File: src/rtl/rx_frame_if.sv
// Handshake/bus bundle between the I2C Rx shifter, the frame register and the frame decoder.
// master drives the receive strobes and the ack; slave is the frame register.
interface rx_frame_if #(
  parameter int unsigned DATA_WIDTH    = 8,
  parameter int unsigned PAYLOAD_BYTES = 4
);
  localparam int unsigned CntW = $clog2(PAYLOAD_BYTES + 3);

  logic                                  load_rx;
  logic [DATA_WIDTH-1:0]                 rx_data;
  logic                                  rx_stop;
  logic                                  frame_ack;
  logic [DATA_WIDTH-1:0]                 command;
  logic [PAYLOAD_BYTES*DATA_WIDTH-1:0]   payload;
  logic                                  frame_valid;
  logic                                  busy;
  logic [CntW-1:0]                       byte_count;
  logic                                  frame_err;
  logic                                  overrun;

  modport master (
    output load_rx, rx_data, rx_stop, frame_ack,
    input  command, payload, frame_valid, busy, byte_count, frame_err, overrun
  );

  modport slave (
    input  load_rx, rx_data, rx_stop, frame_ack,
    output command, payload, frame_valid, busy, byte_count, frame_err, overrun
  );
endinterface

File: src/rtl/rx_frame_reg.sv
// Receive-frame register: assembles command + PAYLOAD_BYTES words, holds them under valid/ack.
// Optional trailing XOR checksum word enabled by defining RX_FRAME_CHECKSUM_EN.
module rx_frame_reg #(
  parameter int unsigned DATA_WIDTH    = 8,
  parameter int unsigned PAYLOAD_BYTES = 4
) (
  input logic       clk,
  input logic       rst,
  rx_frame_if.slave bus
);
  localparam int unsigned CntW = $clog2(PAYLOAD_BYTES + 3);
  localparam logic [CntW-1:0] CntOne  = CntW'(1);
  localparam logic [CntW-1:0] LastCnt = CntW'(PAYLOAD_BYTES);

`ifdef RX_FRAME_CHECKSUM_EN
  typedef enum logic [1:0] {StIdle, StPayload, StCheck, StHold} state_e;
`else
  typedef enum logic [1:0] {StIdle, StPayload, StHold} state_e;
`endif

  state_e                              state_q;
  logic [DATA_WIDTH-1:0]               command_q;
  logic [PAYLOAD_BYTES*DATA_WIDTH-1:0] payload_q;
  logic [PAYLOAD_BYTES*DATA_WIDTH-1:0] payload_wr;
  logic [CntW-1:0]                     count_q;
  logic                                valid_q;
  logic                                busy_q;
  logic                                err_q;
  logic                                overrun_q;
  logic                                last_slot;

  assign last_slot = (count_q == LastCnt);

  // Payload image with the incoming word placed in slot byte_count-1.
  always_comb begin
    payload_wr = payload_q;
    for (int i = 0; i < int'(PAYLOAD_BYTES); i++) begin
      if (count_q == CntW'(i + 1)) begin
        payload_wr[i*DATA_WIDTH +: DATA_WIDTH] = bus.rx_data;
      end
    end
  end

`ifdef RX_FRAME_CHECKSUM_EN
  logic [DATA_WIDTH-1:0] csum;
  always_comb begin
    csum = command_q;
    for (int i = 0; i < int'(PAYLOAD_BYTES); i++) begin
      csum = csum ^ payload_q[i*DATA_WIDTH +: DATA_WIDTH];
    end
  end
`endif

  always_ff @(posedge clk) begin
    if (rst) begin
      state_q   <= StIdle;
      command_q <= '0;
      payload_q <= '0;
      count_q   <= '0;
      valid_q   <= 1'b0;
      busy_q    <= 1'b0;
      err_q     <= 1'b0;
      overrun_q <= 1'b0;
    end else begin
      err_q <= 1'b0;
      unique case (state_q)
        StIdle: begin
          if (bus.load_rx) begin
            command_q <= bus.rx_data;
            count_q   <= CntOne;
            busy_q    <= 1'b1;
            state_q   <= StPayload;
          end
        end
        StPayload: begin
          // A stop alongside the final word still completes the frame.
          if (bus.load_rx && last_slot) begin
            payload_q <= payload_wr;
            count_q   <= count_q + CntOne;
`ifdef RX_FRAME_CHECKSUM_EN
            state_q   <= StCheck;
`else
            busy_q    <= 1'b0;
            valid_q   <= 1'b1;
            state_q   <= StHold;
`endif
          end else if (bus.rx_stop) begin
            err_q   <= 1'b1;
            count_q <= '0;
            busy_q  <= 1'b0;
            state_q <= StIdle;
          end else if (bus.load_rx) begin
            payload_q <= payload_wr;
            count_q   <= count_q + CntOne;
          end
        end
`ifdef RX_FRAME_CHECKSUM_EN
        StCheck: begin
          if (bus.load_rx && (bus.rx_data == csum)) begin
            count_q <= count_q + CntOne;
            busy_q  <= 1'b0;
            valid_q <= 1'b1;
            state_q <= StHold;
          end else if (bus.load_rx || bus.rx_stop) begin
            err_q   <= 1'b1;
            count_q <= '0;
            busy_q  <= 1'b0;
            state_q <= StIdle;
          end
        end
`endif
        StHold: begin
          if (bus.frame_ack) begin
            valid_q <= 1'b0;
            if (bus.load_rx) begin
              command_q <= bus.rx_data;
              count_q   <= CntOne;
              busy_q    <= 1'b1;
              state_q   <= StPayload;
            end else begin
              count_q <= '0;
              state_q <= StIdle;
            end
          end else if (bus.load_rx) begin
            overrun_q <= 1'b1;
          end
        end
        default: state_q <= StIdle;
      endcase
    end
  end

  assign bus.command     = command_q;
  assign bus.payload     = payload_q;
  assign bus.frame_valid = valid_q;
  assign bus.busy        = busy_q;
  assign bus.byte_count  = count_q;
  assign bus.frame_err   = err_q;
  assign bus.overrun     = overrun_q;

  a_busy_valid_excl: assert property (@(posedge clk) disable iff (rst) !(busy_q && valid_q));
  a_err_one_cycle:   assert property (@(posedge clk) disable iff (rst) err_q |=> !err_q);

endmodule

File: src/flat_wrapper.sv
// flat-port wrapper written by rule: the top's interface ports become plain ports
module rx_frame_reg_flat 
#(
  parameter int unsigned DATA_WIDTH    = 8,
  parameter int unsigned PAYLOAD_BYTES = 4
)
  (clk, rst, bus_load_rx, bus_rx_data, bus_rx_stop, bus_frame_ack, bus_command, bus_payload, bus_frame_valid, bus_busy, bus_byte_count, bus_frame_err, bus_overrun);
  rx_frame_if #(.DATA_WIDTH(DATA_WIDTH), .PAYLOAD_BYTES(PAYLOAD_BYTES)) bus_i ();
  input logic clk;
  input logic rst;
  input wire logic [$bits(bus_i.load_rx)-1:0] bus_load_rx;
  input wire logic [$bits(bus_i.rx_data)-1:0] bus_rx_data;
  input wire logic [$bits(bus_i.rx_stop)-1:0] bus_rx_stop;
  input wire logic [$bits(bus_i.frame_ack)-1:0] bus_frame_ack;
  output wire logic [$bits(bus_i.command)-1:0] bus_command;
  output wire logic [$bits(bus_i.payload)-1:0] bus_payload;
  output wire logic [$bits(bus_i.frame_valid)-1:0] bus_frame_valid;
  output wire logic [$bits(bus_i.busy)-1:0] bus_busy;
  output wire logic [$bits(bus_i.byte_count)-1:0] bus_byte_count;
  output wire logic [$bits(bus_i.frame_err)-1:0] bus_frame_err;
  output wire logic [$bits(bus_i.overrun)-1:0] bus_overrun;
  assign bus_i.load_rx = bus_load_rx;
  assign bus_i.rx_data = bus_rx_data;
  assign bus_i.rx_stop = bus_rx_stop;
  assign bus_i.frame_ack = bus_frame_ack;
  assign bus_command = bus_i.command;
  assign bus_payload = bus_i.payload;
  assign bus_frame_valid = bus_i.frame_valid;
  assign bus_busy = bus_i.busy;
  assign bus_byte_count = bus_i.byte_count;
  assign bus_frame_err = bus_i.frame_err;
  assign bus_overrun = bus_i.overrun;
  rx_frame_reg #(.DATA_WIDTH(DATA_WIDTH), .PAYLOAD_BYTES(PAYLOAD_BYTES)) u_core (.clk(clk), .rst(rst), .bus(bus_i));
endmodule
File: config.mk
export PLATFORM = sky130hd
export DESIGN_NAME = rx_frame_reg_flat
export DESIGN_NICKNAME = d
export VERILOG_FILES = /design/src/rtl/rx_frame_if.sv /design/src/rtl/rx_frame_reg.sv /design/src/flat_wrapper.sv
export SDC_FILE = /design/constraint.sdc
export NUM_CORES = 1
export LEC_CHECK = 0
export ABC_AREA = 1
export BUFFER_PORTS_ARGS = -buffer_cell sky130_fd_sc_hd__buf_2
export CORE_UTILIZATION = 46
export CTS_CLUSTER_DIAMETER = 80
export DETAILED_ROUTE_END_ITERATION = 12
export HOLD_SLACK_MARGIN = 0.1
export PLACE_DENSITY = 0.78
export SETUP_SLACK_MARGIN = 0.1
export SLEW_MARGIN = 20
export SYNTH_ARGS = -nofsm -noshare
export SYNTH_HDL_FRONTEND = slang
export SYNTH_SLANG_ARGS = --single-unit
File: constraint.sdc
create_clock -name clk -period 1.4 [get_ports clk]
set_input_delay 0.21 -clock clk [delete_from_list [all_inputs] [get_ports clk]]
set_output_delay 0.21 -clock clk [all_outputs]
set_load 0.03 [all_outputs]
==> results.sh, run 1 <==
export IMPL_yosysSeqAreaShare_pct=44.95
export IMPL_clk_pin_slew_worst_paths_ns=0.09
export IMPL_leakage_nw=1.553
export IMPL_cts_sinks=49
export IMPL_intPower_mw=2.273
export IMPL_synthFlopType="dfxtp_1"
export IMPL_worstMarginPinSlew_ns=0.2628
export IMPL_netlist_instances=303
export IMPL_synthXorXnorAreaFrac_pct=0
export IMPL_synth_top_family_by_area="simple AND/OR/NAND/NOR gates"
export IMPL_critPathMaxFanout=7
export IMPL_antenna_found_initial=0
export IMPL_path_class="flip-flop to flip-flop"
export IMPL_yosysTopAreaCell="dfxtp_1"
export IMPL_grt_overflow=0
export IMPL_routed_top_layer="met4"
export IMPL_routed_via_density=5.092
export IMPL_hold_violations=0
export IMPL_fillers=355
export IMPL_htree_num_levels=2
export IMPL_gp_congestion=0.8697
export IMPL_layout_nets=406
export IMPL_syn_area_per_cell_um2=7.202
export IMPL_fmax_ghz=0.7096
export IMPL_wl_met3_um=438
export IMPL_synth_compound_gate_area_share_pct=8.257
export IMPL_drv_cap=0
export IMPL_fp_dieH_um=70.88
export IMPL_drv_slew=0
export IMPL_place_hpwl_mm=3.750
export IMPL_grt_pass1_wl_mm=9.342
export IMPL_synthAdderAreaFrac_pct=5.161
export IMPL_wl_met1_mm=2.450
export IMPL_whs_ns=0.1290
export IMPL_first_global_vias=2126
export IMPL_violations="negative setup slack"
export IMPL_placed_cell_area_mm2=0.002623
export IMPL_die_area_mm2=0.005023
export IMPL_fin_crit_ns=1.409
export IMPL_grt_max_degree=26
export IMPL_die_w_um=70.88
export IMPL_p_comb_share_pct=23.2
export IMPL_status="complete, but fails checks"
export IMPL_worstPathArrival_ns=1.62
export IMPL_io_pins=60
export IMPL_post_route_drc_count=0
export IMPL_power_per_cell_area_mw_per_mm2=1065
export IMPL_cts_buffer_depth=2
export IMPL_rrSetupSlack_ns=-0.009
export IMPL_finalCritPeriodShare_pct=100.7
export IMPL_hp_class="primary input to flip-flop"
export IMPL_drive_gt1_share_pct=38.96
export IMPL_clock_skew_ns=0.006461
export IMPL_rows=24
export IMPL_rsz0062_at_grt="yes"
export IMPL_port_buffers=59
export IMPL_routedWlPerCell_um=13.85
export IMPL_ys_types=21
export IMPL_worst_setup_path_end_kind="flip-flop"
export IMPL_ys_top_cells_by_area="dfxtp_1, nor2_1, nand2_1, nand3_1, ha_1"
export IMPL_routed_wirelength_mm=6.051
export IMPL_relSlewSlack_pct=82.46
export IMPL_wl_met2_mm=2.967
export IMPL_synth_area_mux_share_pct=0
export IMPL_core_mm2=0.004444
export IMPL_async_flop_share_pct=0
export IMPL_netlist_area_mm2=0.002182
export IMPL_ant_nets=0
export IMPL_initial_utilization_pct=49.10
export IMPL_synth_nets=325
export IMPL_switching_share_pct=30.64
export IMPL_power_share_clock_pct=31.1
export IMPL_area_delta_synth_final_pct=41.05
export IMPL_synth_edf_count=0
export IMPL_cts_tree="built"
export IMPL_design_area_mm2=0.003078
export IMPL_fin_util_pct=69.26
export IMPL_worstPathRequired_ns=1.61
export IMPL_worst_slack_ns=-0.009193
export IMPL_yosys_warnings=0
export IMPL_initialDrtViolationCount=192
export IMPL_ys_ff_latch=49
export IMPL_vias=2225
export IMPL_cts_root_buf="clkbuf_8"
export IMPL_switchingPower_mw=1.004
export IMPL_synth_top_area_share_pct=44.95
export IMPL_first_pass_iters=6
export IMPL_postCtsHoldBufs=0
export IMPL_vdd_ir_drop_max_v=0.0007281
export IMPL_grt_util_all_layers_pct=23.43
export IMPL_setup_viol=1
export IMPL_n_antenna_cell=0
export IMPL_cts_buffers_inserted=5
export IMPL_seqPwrFrac_pct=45.6
export IMPL_start_kind="flip-flop"
export IMPL_synthSimpleGateAreaFrac_pct=33.37
export IMPL_clk_latency_ns=0.31
## through the flow
step / power [mW] / instances / TNS, ns / worst slack, ns
global route: 3.424 / 437 / -0.4036 / -0.09804
CTS: 3.209 / 434 / 0 / 0.07362
global placement: 2.092 / 415 / 0 / 0.02493
floorplan: 1.934 / 303 / 0 / 0.04998
detailed placement: 2.104 / 415 / -0.1502 / -0.02005
finish: 3.277 / 437 / -0.009193 / -0.009193
## worst max-delay path, stage by stage (launching register included)
cell and delay (ns):
dfxtp_4 0.37, inv_4 0.07, ha_4 0.15, nand2_4 0.06, a21oi_4 0.17, buf_6 0.15
buf_16 0.11, nand3_1 0.08, nand2_1 0.10, nor2_1 0.05
## layout make-up
| cell class | instances | area (um^2) | area share, % |
|---|---|---|---|
| multi-input combinational | 217 | 1234 | 40.08 |
| clock inverter | 2 | 38.79 | 1.260 |
| timing repair inverter | 1 | 3.754 | 0.1220 |
| tap | 52 | 65.06 | 2.114 |
| inverter | 32 | 145.1 | 4.715 |
| sequential | 49 | 994.7 | 32.32 |
| clock buffer | 6 | 72.57 | 2.358 |
| timing repair buffer | 78 | 524.3 | 17.03 |
## worst paths after layout
path | from | to | cells past startpoint
worst min register to register | u_core.bus.payload[5] | u_core.bus.payload[5] | 2
worst min-delay path | rst | u_core.state_q[1] | 2
worst max register to register | u_core.bus.byte_count[0] | u_core.bus.payload[8] | 9
worst max-delay path | u_core.bus.byte_count[0] | u_core.bus.payload[8] | 9
## routing by layer
metal  global-route usage [%]  up-vias
met4                    9.111        0
met5                        0        -
met1                    28.24      996
met2                    39.96       91
met3                    6.268       22
li1                         -     1116
## cell usage after synthesis (2+ instances only)
cell and number:
a21oi_1 15, buf_6 3, clkbuf_1 4, clkinv_1 2, clkinv_2 3, dfxtp_1 49, ha_1 9, inv_1 25
inv_2 2, nand2_1 50, nand2_2 4, nand3_1 32, nor2_1 80, nor2_4 3, o21ai_0 16
## cell usage in the layout (no fill, tap or decap), drive strengths merged
cell / netlist / final
a21oi: 17 / 17
clkbuf: 4 / 7
clkinv: 5 / 5
dfxtp: 49 / 49
nand2: 54 / 54
bufinv: 0 / 1
nor2: 84 / 87
ha: 9 / 9
nand3: 33 / 33
o21ai: 16 / 16
inv: 27 / 29
buf: 4 / 77
nor3: 1 / 1
## state kept, by name (all words and copies together) (netlist names)
register,cells
u_core.bus.frame_err,1
u_core.bus.byte_count,3
u_core.bus.command,8
u_core.bus.payload,32
u_core.bus.busy,1
u_core.bus.frame_valid,1
u_core.state_q,2
u_core.bus.overrun,1
## power groups by stage
| stage | combinational, mW | sequential (mW) | clock, mW |
|---|---|---|---|
| 6_report | 0.762 | 1.50 | 1.02 |
| 5_1_grt | 0.822 | 1.50 | 1.10 |
| 4_1_cts | 0.677 | 1.49 | 1.04 |
| 3_5_place_dp | 0.576 | 1.53 | 0 |
| 3_3_place_gp | 0.566 | 1.53 | 0 |
| 2_1_floorplan | 0.301 | 1.63 | 0 |
## timing repair
item,CTS,global route
gates resized for setup,29,41
gates cloned,4,2
pin swaps,9,12
setup buffers,7,1
setup endpoints to repair,47,49
## cell families (layout without fill, tap and decap cells)
kind of cell / Yosys count / in the layout
simple gates: 172 / 175
flops: 49 / 49
buf+inv: 40 / 119
compound gates: 33 / 33
fa+ha+maj: 9 / 9
(Power assumes the default switching activity.)
==> run 2, diff against run 1 <==
--- a/config.mk
+++ b/config.mk
@@ -7,12 +7,12 @@
 export LEC_CHECK = 0
 export ABC_AREA = 1
 export BUFFER_PORTS_ARGS = -buffer_cell sky130_fd_sc_hd__buf_2
+export CORE_MARGIN = 2
 export CORE_UTILIZATION = 46
 export CTS_CLUSTER_DIAMETER = 80
 export DETAILED_ROUTE_END_ITERATION = 12
 export HOLD_SLACK_MARGIN = 0.1
 export PLACE_DENSITY = 0.78
-export SETUP_SLACK_MARGIN = 0.1
 export SLEW_MARGIN = 20
 export SYNTH_ARGS = -nofsm -noshare
 export SYNTH_HDL_FRONTEND = slang
==> results.sh, run 2 (same netlist as run 1, synthesis figures left out) <==
export IMPL_power_per_cell_area_mw_per_mm2=1015
export IMPL_hold_violations=0
export IMPL_drive_gt1_share_pct=35.84
export IMPL_first_pass_iters=4
export IMPL_hp_class="primary input to flip-flop"
export IMPL_area_delta_synth_final_pct=38.70
export IMPL_die_area_mm2=0.005311
export IMPL_power_mw=3.071
export IMPL_rrSetupSlack_ns=-0.01
export IMPL_first_global_vias=1841
export IMPL_grtUsageMet2_pct=33.94
export IMPL_cts_sinks=49
export IMPL_start_kind="flip-flop"
export IMPL_fp_dieH_um=72.88
export IMPL_critPathMaxFanout=8
export IMPL_io_pins=60
export IMPL_worstMarginPinSlew_ns=0.2899
export IMPL_clk_pin_slew_worst_paths_ns=0.10
export IMPL_port_buffers=59
export IMPL_worst_setup_path_end_kind="flip-flop"
export IMPL_switching_share_pct=32.70
export IMPL_drv_cap=0
export IMPL_p_comb_share_pct=22.8
export IMPL_grt_pass1_wl_mm=8.079
export IMPL_whs_ns=0.1354
export IMPL_postCtsHoldBufs=0
export IMPL_clk_latency_ns=0.31
export IMPL_intPower_mw=2.067
export IMPL_status="complete, but fails checks"
export IMPL_routed_via_density=5.128
export IMPL_grt_max_degree=28
export IMPL_met3_usage_pct=4.972
export IMPL_core_mm2=0.004661
export IMPL_cts_buffers_inserted=5
export IMPL_rows=25
export IMPL_use_met1_pct=23.81
export IMPL_r2r_cells=10
export IMPL_initial_utilization_pct=46.82
export IMPL_relSlewSlack_pct=80.52
export IMPL_vias=2251
export IMPL_largest_reg_flops=32
export IMPL_hold_depth=3
export IMPL_seqPwrFrac_pct=49.0
export IMPL_rsz0062_at_grt="yes"
export IMPL_grt_util_all_layers_pct=19.57
export IMPL_layout_nets=406
export IMPL_initialDrtViolationCount=180
export IMPL_holdPathEnd="u_core.bus.command[5]"
export IMPL_leakage_nw=1.507
export IMPL_place_hpwl_mm=3.651
export IMPL_ant_nets=0
export IMPL_antenna_found_initial=0
export IMPL_hold_start="bus_rx_data[5]"
export IMPL_power_share_clock_pct=28.2
export IMPL_violations="negative setup slack"
export IMPL_layout_common_cells="nor2_1, buf_2, nand2_1, dfxtp_1, nand3_1"
export IMPL_finalCritPeriodShare_pct=100.9
export IMPL_gp_congestion=0.8696
export IMPL_cts_buffer_depth=2
export IMPL_vdd_ir_drop_max_v=0.0006662
export IMPL_final_common_cell="nor2_1"
export IMPL_cts_root_buf="clkbuf_8"
export IMPL_setup_viol=1
export IMPL_worstPathArrival_ns=1.62
export IMPL_path_class="flip-flop to flip-flop"
export IMPL_clock_skew_ns=0.006290
export IMPL_n_antenna_cell=0
export IMPL_worstPathRequired_ns=1.61
export IMPL_grt_overflow=0
export IMPL_routed_wirelength_mm=5.906
export IMPL_post_route_drc_count=0
export IMPL_r2r_start="u_core.bus.byte_count[0]"
export IMPL_fmax_ghz=0.7080
export IMPL_routedWlPerCell_um=13.45
export IMPL_cts_tree="built"
export IMPL_htree_num_levels=2
export IMPL_grt_busiest_layer="met2"
export IMPL_worst_slack_ns=-0.01245
export IMPL_switchingPower_mw=1.004
export IMPL_die_w_um=72.88
export IMPL_fin_crit_ns=1.412
export IMPL_r2r_end="u_core.bus.payload[12]"
export IMPL_drv_slew=0
## run 2: changes by cell type in the layout (fill, tap and decap cells not counted), sizes merged
| cell | delta |
|---|---|
| buf | +2 |
| nor2 | -2 |
| bufinv | -1 |
| clkinv | +1 |
## run 2: final cells by class
cell class / instances / area, um^2
clock buffers: 5 / 68.82
clock inverters: 3 / 22.52
fillers: 393 / 1634
inverters: 32 / 162.7
multi-input cells: 215 / 1175
flip-flops and latches: 49 / 994.7
well taps: 54 / 67.56
repair buffers: 81 / 535.5
## run 2: timing repair
action | CTS | global route
gates resized for setup | 10 | 48
pin swaps | 2 | 17
setup endpoints to repair | 42 | 45
gates cloned | 0 | 4
buffers inserted | 4 | 8
## run 2: how the worst max path moves through the flow
stage	from	endpoint	slack, ns	cells past startpoint
finish	u_core.bus.byte_count[0]	u_core.bus.payload[12]	-0.01	10
global route	u_core.bus.byte_count[0]	u_core.bus.payload[12]	-0.11	10
CTS	u_core.state_q[0]	u_core.bus.command[6]	-0.0002	8
detailed placement	u_core.state_q[0]	u_core.bus.command[3]	-0.07	8
global placement	u_core.state_q[0]	u_core.bus.command[2]	-0.004	8
floorplan	u_core.state_q[0]	u_core.bus.command[0]	0.002	8
## run 2: per-layer routing
metal / vias to the layer above / routed length (um)
li1: 1110 / -
met1: 1036 / 2412
met2: 87 / 2897
met3: 18 / 419
met4: 0 / 177
met5: - / 0
## run 2: through the flow
step                area (um^2)  cells  utilization, %  setup TNS [ns]  setup WS, ns
floorplan                  2205    303               -               0      0.002356
global placement           2576    415           55.28       -0.006622     -0.004281
detailed placement         2576    415           55.28         -0.8566      -0.07399
CTS                        2734    427           58.66      -0.0002073    -0.0002073
global route               3027    439           64.94          -1.246       -0.1148
finish                     3027    439           64.94        -0.01245      -0.01245
## run 2: power by group through the flow
stage	Combinational (mW)	Sequential, mW	Clock [mW]
2_1_floorplan	0.292	1.63	0
3_3_place_gp	0.553	1.52	0
3_5_place_dp	0.561	1.53	0
4_1_cts	0.580	1.50	0.860
5_1_grt	0.761	1.51	0.915
6_report	0.699	1.50	0.867
## run 2: worst max-delay path, cell delays in order (launching register included)
cell	delay, ns
dfxtp_4	0.40
inv_6	0.04
buf_4	0.13
ha_1	0.20
inv_2	0.07
nor2_4	0.04
buf_4	0.15
nand2_8	0.07
inv_8	0.04
nor2_1	0.11
nor2_1	0.06
==> run 3, diff against run 2 <==
--- a/config.mk
+++ b/config.mk
@@ -13,6 +13,7 @@
 export DETAILED_ROUTE_END_ITERATION = 12
 export HOLD_SLACK_MARGIN = 0.1
 export PLACE_DENSITY = 0.78
+export REMOVE_ABC_BUFFERS = 1
 export SLEW_MARGIN = 20
 export SYNTH_ARGS = -nofsm -noshare
 export SYNTH_HDL_FRONTEND = slang
==> results.sh, run 3 (same netlist as run 1, synthesis figures left out) <==
export IMPL_initialDrtViolationCount=205
export IMPL_first_pass_iters=4
export IMPL_area_delta_synth_final_pct=42.66
export IMPL_setup_tns_ns=-0.2534
export IMPL_cts_buffer_depth=2
export IMPL_worst_setup_path_end_kind="flip-flop"
export IMPL_fillers=371
export IMPL_critPathMaxFanout=7
export IMPL_drv_slew=0
export IMPL_initial_utilization_pct=46.82
export IMPL_grt_pass1_wl_mm=8.383
export IMPL_multiInputGateArea_mm2=0.001240
export IMPL_cts_sinks=49
export IMPL_clk_latency_ns=0.31
export IMPL_seqCellArea_um2=988.4
export IMPL_power_per_cell_area_mw_per_mm2=1064
export IMPL_wl_met1_mm=2.322
export IMPL_grt_overflow=0
export IMPL_wl_met2_mm=3.091
export IMPL_placed_cell_area_mm2=0.002651
export IMPL_grt_max_degree=42
export IMPL_clk_pin_slew_worst_paths_ns=0.09
export IMPL_cp_cell_sequence="inv_2 -> ha_4 -> nand2_4 -> a21oi_4 -> buf_6 -> clkbuf_16 -> nand3_1 -> nand2_1 -> nor2_1"
export IMPL_ant_nets=0
export IMPL_drive_gt1_share_pct=39.64
export IMPL_first_global_vias=1876
export IMPL_port_buffers=59
export IMPL_io_pins=60
export IMPL_fmax_ghz=0.6878
export IMPL_final_common_cell="nor2_1"
export IMPL_drv_cap=0
export IMPL_wl_met3_um=376
export IMPL_rsz0062_at_grt="yes"
export IMPL_largest_reg_flops=32
export IMPL_fin_util_pct=66.79
export IMPL_hp_class="primary input to flip-flop"
export IMPL_gp_congestion=0.8834
export IMPL_htree_num_levels=2
export IMPL_cts_buffers_inserted=5
export IMPL_routed_via_density=5.109
export IMPL_routed_top_layer="met4"
export IMPL_layout_nets=407
export IMPL_cts_tree="built"
export IMPL_violations="negative setup slack"
export IMPL_worstPathRequired_ns=1.61
export IMPL_worst_slack_ns=-0.05397
export IMPL_hold_violations=0
export IMPL_routedWlPerCell_um=13.41
export IMPL_rows=25
export IMPL_cpMaxStageDelayCell="dfxtp_2"
export IMPL_die_area_mm2=0.005311
export IMPL_vdd_ir_drop_max_v=0.0005611
export IMPL_status="complete, but fails checks"
export IMPL_die_w_um=72.88
export IMPL_routed_wirelength_mm=5.899
export IMPL_path_class="flip-flop to flip-flop"
export IMPL_vias=2248
export IMPL_antenna_found_initial=0
export IMPL_fin_crit_ns=1.454
export IMPL_design_area_mm2=0.003113
export IMPL_setup_viol=10
export IMPL_fp_dieH_um=72.88
export IMPL_n_antenna_cell=0
export IMPL_clock_skew_ns=0.006365
export IMPL_rrSetupSlack_ns=-0.05
export IMPL_critPathMaxStageDelay_ns=0.35
export IMPL_layout_common_cells="nor2_1, buf_2, nand2_1, dfxtp_1, nand3_2"
export IMPL_place_hpwl_mm=3.739
export IMPL_relSlewSlack_pct=80.75
export IMPL_core_mm2=0.004661
export IMPL_post_route_drc_count=0
export IMPL_cts_root_buf="clkbuf_8"
export IMPL_start_kind="flip-flop"
export IMPL_worstPathArrival_ns=1.66
export IMPL_finalCritPeriodShare_pct=103.9
export IMPL_worstMarginPinSlew_ns=0.2884
export IMPL_leakage_nw=1.517
export IMPL_grt_util_all_layers_pct=20.29
-- run 3: changes by cell type in the layout (fill, tap and decap cells not counted), moves of 3 or more --
| cell | previous run | this run |
|---|---|---|
| nand2_8 | 3 | 0 |
| nand3_1 | 31 | 13 |
| nand2_1 | 48 | 45 |
| nand2_4 | 1 | 4 |
| nor2_1 | 69 | 76 |
| nor2_2 | 9 | 5 |
| nand3_2 | 2 | 18 |
| inv_2 | 7 | 11 |
| nand2_2 | 2 | 5 |
-- run 3: timing repair --
item | 4_1_cts | 5_1_grt
endpoints found under the setup margin | 34 | 47
gates resized for setup | 9 | 57
hold buffers | 0 | 0
cloned | 2 | 3
pin swaps | 2 | 28
buffers inserted | 1 | 3
-- run 3: layout make-up --
| type | instances | area share (%) |
|---|---|---|
| clock buffers | 6 | 2.653 |
| clock inverters | 2 | 1.206 |
| inverters | 32 | 4.260 |
| multi-input cells | 216 | 39.83 |
| flip-flops and latches | 49 | 31.75 |
| well taps | 54 | 2.170 |
| repair buffers | 81 | 18.13 |
-- run 3: metal layers --
layer,GRT usage (%),up-vias
met3,4.558,12
met5,0,-
met1,25.58,1034
li1,-,1119
met4,5.556,0
met2,34.85,83
-- run 3: final timing paths --
path,startpoint,end,depth (start not counted)
worst min register to register,u_core.bus.busy,u_core.bus.busy,2
worst max-delay path,u_core.bus.byte_count[0],u_core.bus.payload[15],9
worst min-delay path,rst,u_core.state_q[1],2
worst max register to register,u_core.bus.byte_count[0],u_core.bus.payload[15],9
-- run 3: worst max-delay path, delay by kind of cell, from the launching register on --
kind	cells	cell delay, ns
AO/OA/AOI/OAI	1	0.21
adder cells (fa/ha/maj)	1	0.16
buffers and inverters	3	0.35
flip-flops	1	0.35
AND/OR/NAND/NOR	4	0.27
-- run 3: report_power, final --
group / switching, mW / internal (mW) / total [mW]
sequential: 0.0406 / 1.45 / 1.50
clock: 0.484 / 0.581 / 1.06
combinational: 0.473 / 0.278 / 0.751
total: 0.997 / 2.31 / 3.31
-- run 3: stage by stage --
step | hold slack [ns] | instances | setup slack, ns | power [mW]
after floorplan | 0.2724 | 295 | -0.2524 | 1.893
after global placement | 0.4446 | 423 | 0.001663 | 2.098
after detailed placement | 0.4521 | 423 | -0.06506 | 2.111
after CTS | 0.1318 | 434 | -0.002204 | 3.182
after global routing | 0.1268 | 440 | -0.1001 | 3.438
final | 0.1229 | 440 | -0.05397 | 3.311
